File: src/rtl/pipe_stage_reg.sv
// Parametrised inter-stage pipeline register with stall/bubble/flush handling and a held-status flag.
// Define PIPE_STAGE_PERF_EN to build the saturating stall/bubble performance counters.
module pipe_stage_reg #(
  parameter int                DATA_W        = 142,
  parameter int                STALL_W       = 6,
  parameter int                UP_IDX        = 2,
  parameter logic [DATA_W-1:0] NOP_VALUE     = '0,
  parameter bit                CLEAR_INVALID = 1'b1,
  parameter int                CNT_W         = 16
) (
  input  logic               clock,
  input  logic               reset,
  input  logic [STALL_W-1:0] stall,
  input  logic               flush,
  input  logic               in_valid,
  input  logic [DATA_W-1:0]  in_payload,
  output logic               out_valid,
  output logic [DATA_W-1:0]  out_payload,
  output logic               out_held,
  output logic [CNT_W-1:0]   perf_stall_cycles,
  output logic [CNT_W-1:0]   perf_bubble_cycles
);

  // State bits are {out_valid, out_held}, so the outputs come straight off the flops.
  typedef enum logic [1:0] {
    EMPTY      = 2'b00,
    EMPTY_HELD = 2'b01,
    FULL       = 2'b10,
    HELD       = 2'b11
  } state_t;

  state_t            r_state;
  state_t            w_stateNext;
  logic [DATA_W-1:0] r_payload;
  logic [DATA_W-1:0] w_payloadNext;
  logic              w_up;
  logic              w_dn;
  logic              w_unusedStall;

  assign w_up          = stall[UP_IDX];
  assign w_dn          = stall[UP_IDX+1];
  assign w_unusedStall = ^stall;

  always_comb begin
    w_stateNext   = r_state;
    w_payloadNext = r_payload;
    if (flush) begin
      w_stateNext   = EMPTY;
      w_payloadNext = NOP_VALUE;
    end else if (w_up && !w_dn) begin
      w_stateNext   = EMPTY;
      w_payloadNext = NOP_VALUE;
    end else if (!w_up) begin
      w_stateNext = in_valid ? FULL : EMPTY;
      if (in_valid || !CLEAR_INVALID) begin
        w_payloadNext = in_payload;
      end else begin
        w_payloadNext = NOP_VALUE;
      end
    end else begin
      w_stateNext = r_state[1] ? HELD : EMPTY_HELD;
    end
  end

  always_ff @(posedge clock) begin
    if (reset) begin
      r_state   <= EMPTY;
      r_payload <= NOP_VALUE;
    end else begin
      r_state   <= w_stateNext;
      r_payload <= w_payloadNext;
    end
  end

  assign out_valid   = r_state[1];
  assign out_held    = r_state[0];
  assign out_payload = r_payload;

`ifdef PIPE_STAGE_PERF_EN
  logic [CNT_W-1:0] r_stallCycles;
  logic [CNT_W-1:0] r_bubbleCycles;
  logic             w_holdValid;
  logic             w_bubble;

  // Counters only see edges that actually performed a hold or bubble, so flush masks them.
  assign w_holdValid = !flush && w_up && w_dn && r_state[1];
  assign w_bubble    = !flush && w_up && !w_dn;

  always_ff @(posedge clock) begin
    if (reset) begin
      r_stallCycles  <= '0;
      r_bubbleCycles <= '0;
    end else begin
      if (w_holdValid && (r_stallCycles != {CNT_W{1'b1}})) begin
        r_stallCycles <= r_stallCycles + 1'b1;
      end
      if (w_bubble && (r_bubbleCycles != {CNT_W{1'b1}})) begin
        r_bubbleCycles <= r_bubbleCycles + 1'b1;
      end
    end
  end

  assign perf_stall_cycles  = r_stallCycles;
  assign perf_bubble_cycles = r_bubbleCycles;
`else
  assign perf_stall_cycles  = '0;
  assign perf_bubble_cycles = '0;
`endif

`ifndef SYNTHESIS
  // A downstream stall without an upstream stall means control is broken; the stage still loads.
  always @(posedge clock) begin
    if (!reset && !flush) begin
      assert (w_up || !w_dn);
    end
  end
`endif

endmodule
File: config.mk
export PLATFORM = sky130hd
export DESIGN_NAME = pipe_stage_reg
export DESIGN_NICKNAME = d
export VERILOG_FILES = /design/src/rtl/pipe_stage_reg.sv
export SDC_FILE = /design/constraint.sdc
export NUM_CORES = 1
export LEC_CHECK = 0
export CORE_UTILIZATION = 40
export CTS_CLUSTER_SIZE = 30
export DETAILED_ROUTE_END_ITERATION = 6
export PLACE_DENSITY = 0.86
export SLEW_MARGIN = 30
export SYNTH_ARGS = -nofsm -noshare
export SYNTH_HDL_FRONTEND = slang
export SYNTH_SLANG_ARGS = --single-unit
File: constraint.sdc
create_clock -name clock -period 1.2 [get_ports clock]
set_input_delay 0.24 -clock clock [delete_from_list [all_inputs] [get_ports clock]]
set_output_delay 0.24 -clock clock [all_outputs]
set_load 0.01 [all_outputs]
==> run metrics <==
end of the worst register-to-register path=out_payload[14]$_SDFFE_PP0N_; share of layout cells above drive strength 1=0.3279; CTS buffer count=17; CP Class=in2reg; core area=16,000 um2; Clock Pin Slew Worst Setup and Hold Paths=0.06 ns; Final Core Density=0.6038; Inst Count DP=1,160; fillers=1,403; DP Wirelength=13,500 um; most common cell after layout, fill and taps aside=clkdlybuf4s50_1; Mean Syn Cell Area=9.611 um2; Layout Skew=0 ns; WHS Path Cells=3; top achievable clock speed=869.8 MHz; Die H=130.6 um; Final nets=1,115; DRC Markers=0; routed vias=6,078; Largest stage delay, worst path=0.40 ns; Ports=328; worst-path fanout max=66; first-pass detailed-route iteration total=4; via-per-instance ratio=5.099; Sequential Power Share=0.420; Critical Path Sink Type=flop; hold_ws=0.1740 ns; Internal Power=8.861 mW; Starting Density=0.4133; combinational power share=0.133; H-tree levels=4; post-synth top area share=0.4360; Final min period=1.150 ns; RSZ-0062 raised after global routing=false; Hold Path Class=in2reg; arrival time worst endpoint=1.47 ns; worst endpoint required time=1.53 ns; initial DRC count=276; post-synthesis sequential area ratio=0.4360; area of the multi-input gates=3146 um2; largest net degree at the start of global routing=67; vias in the first global route=5,763; Static Leak=3.597 nW; Pwr Density=1207 nW/um2; Reg area=2922 um2; synth unique cells=16; register bit total from synthesis=144; Max-cap violations=0; VDD IR-drop max=0.0008917 V; WL/cell=16.18 um; routed wire length=19,280 um; clock latency on the worst-skew pair=0.41 ns; Area Overhead vs Synth=46.11%; Finish-stage setup viols=0; cell taking the most area after synthesis=dfxtp_1; placed cell areas=9751 um2; Final Instance Area=9662 um2; Post-Layout Cell Count=1,192; gr usage total=0.2197; Cells after Synth=688; worst path cell trace=clkdlybuf4s50_1, or2_4, buf_12, a211oi_2; Final period util=0.9581; Mapped Area=6613 um2; worst-case reg-to-reg path depth=2; Sw Share=0.2403; # diodes=0; worst reg2reg setup slack=0.44 ns; count of pins over their slew limit=0; grt ovf=0; worst reg2reg path startpoint=out_payload[14]$_SDFFE_PP0N_; slowest CP cell=clkdlybuf4s50_1; YS warnings=0; Root Driver=clkbuf_16; most frequent cells in the layout=145 x clkdlybuf4s50_1, 144 x buf_2, 142 x nand2_1, 142 x nand3b_1, 113 x dfxtp_1; Port-buffer cells=291; Clock Power Share=0.446; top cells by area, synth=dfxtp_1 44%, nand3b_1 16%, a211oi_2 12%, a211oi_1 9.1%, nand2_1 8.1%; Psw=2.803 mW; CTS tree=yes; status=finished clean; setup TNS=0 ns; die area=17,050 um2; die span in x=130.6 um; Setup Buffers After CTS=0; remaining antenna violation count=0; hold path startpoint=stall[2]; deepest clock path buffer count=2; CTS Hold Bufs=0; Worst Hold End=out_payload[133]$_SDFFE_PP0N_; routability cong.=0.7690; clock sink count=144; num rows=46; initial antenna violation count=0; CP Launch Type=input port; Hold Fails Final Rpt=0; first-pass GRT wire length=29,300 um
==> metrics by stage <==
step | power, mW | setup slack, ns
floorplan | 5.824 | 0.08856
global placement | 6.611 | -0.3234
detailed placement | 6.627 | -0.3611
CTS | 11.77 | 0.03496
global route | 12.12 | 0.002267
finish | 11.66 | 0.05025
==> repair_timing <==
action	CTS	global route
gates resized for setup	607	1
endpoints found under the setup margin	144	1
gates cloned	0	0
==> critical path, delay by kind of cell <==
family / cells / cell delay [ns]
buffers and inverters: 2 / 0.62
and+or+nand+nor: 1 / 0.29
AOI/OAI and AO/OA: 1 / 0.26
==> Yosys cell counts <==
master,count
nor3b_1,1
a211oi_1,80
nand2_1,142
nor2b_1,1
dfxtp_1,144
mux2i_1,1
conb_1,1
buf_1,1
buf_6,17
nand3b_1,142
buf_2,32
a211oi_2,62
buf_4,34
clkbuf_1,28
nor3_1,1
or2_1,1
==> kinds of logic (layout without fill, tap and decap cells) <==
family,count (synthesis),after routing,synth area share
AOI/OAI and AO/OA,142,142,0.2081
other,1,32,0.0005671
muxes,1,1,0.001514
DFF,144,144,0.4360
and+or+nand+nor,288,288,0.2456
buffers and inverters,112,369,0.1082
==> state kept, by name, summed over array words and instances (netlist names) <==
register / flops
out_payload: 142
r_state: 2
==> area by class of cell <==
cell class	instances	area share
multi-input cells	463	0.3256
repair buffers	337	0.2832
well taps	216	0.02797
clock inverters	13	0.01399
flip-flops and latches	144	0.3024
clock buffers	19	0.04688
==> power groups by stage <==
stage          clock, mW  combinational, mW  sequential [mW]
2_1_floorplan          0              0.782             5.04
3_3_place_gp           0               1.60             5.01
3_5_place_dp           0               1.62             5.01
4_1_cts             5.32               1.55             4.90
5_1_grt             5.54               1.66             4.91
6_report            5.21               1.55             4.90
==> how the worst max path moves through the flow <==
stage	from	end	slack, ns
CTS	out_payload[95]$_SDFFE_PP0N_	out_payload[95]	0.03
detailed placement	flush	out_payload[136]$_SDFFE_PP0N_	-0.36
floorplan	flush	out_payload[127]$_SDFFE_PP0N_	0.09
finish	flush	out_payload[108]$_SDFFE_PP0N_	0.05
global route	flush	out_payload[66]$_SDFFE_PP0N_	0.002
global placement	flush	out_payload[136]$_SDFFE_PP0N_	-0.32
==> per-layer routing <==
metal / GRT usage / vias up / share of wire
met4: 0.08452 / 0 / 0.023
met3: 0.08184 / 33 / 0.078
li1: - / 2927 / -
met1: 0.2461 / 2878 / 0.40
met5: 0 / - / 0
met2: 0.3782 / 240 / 0.50
Note: power is estimated with default switching activity, not from simulation.
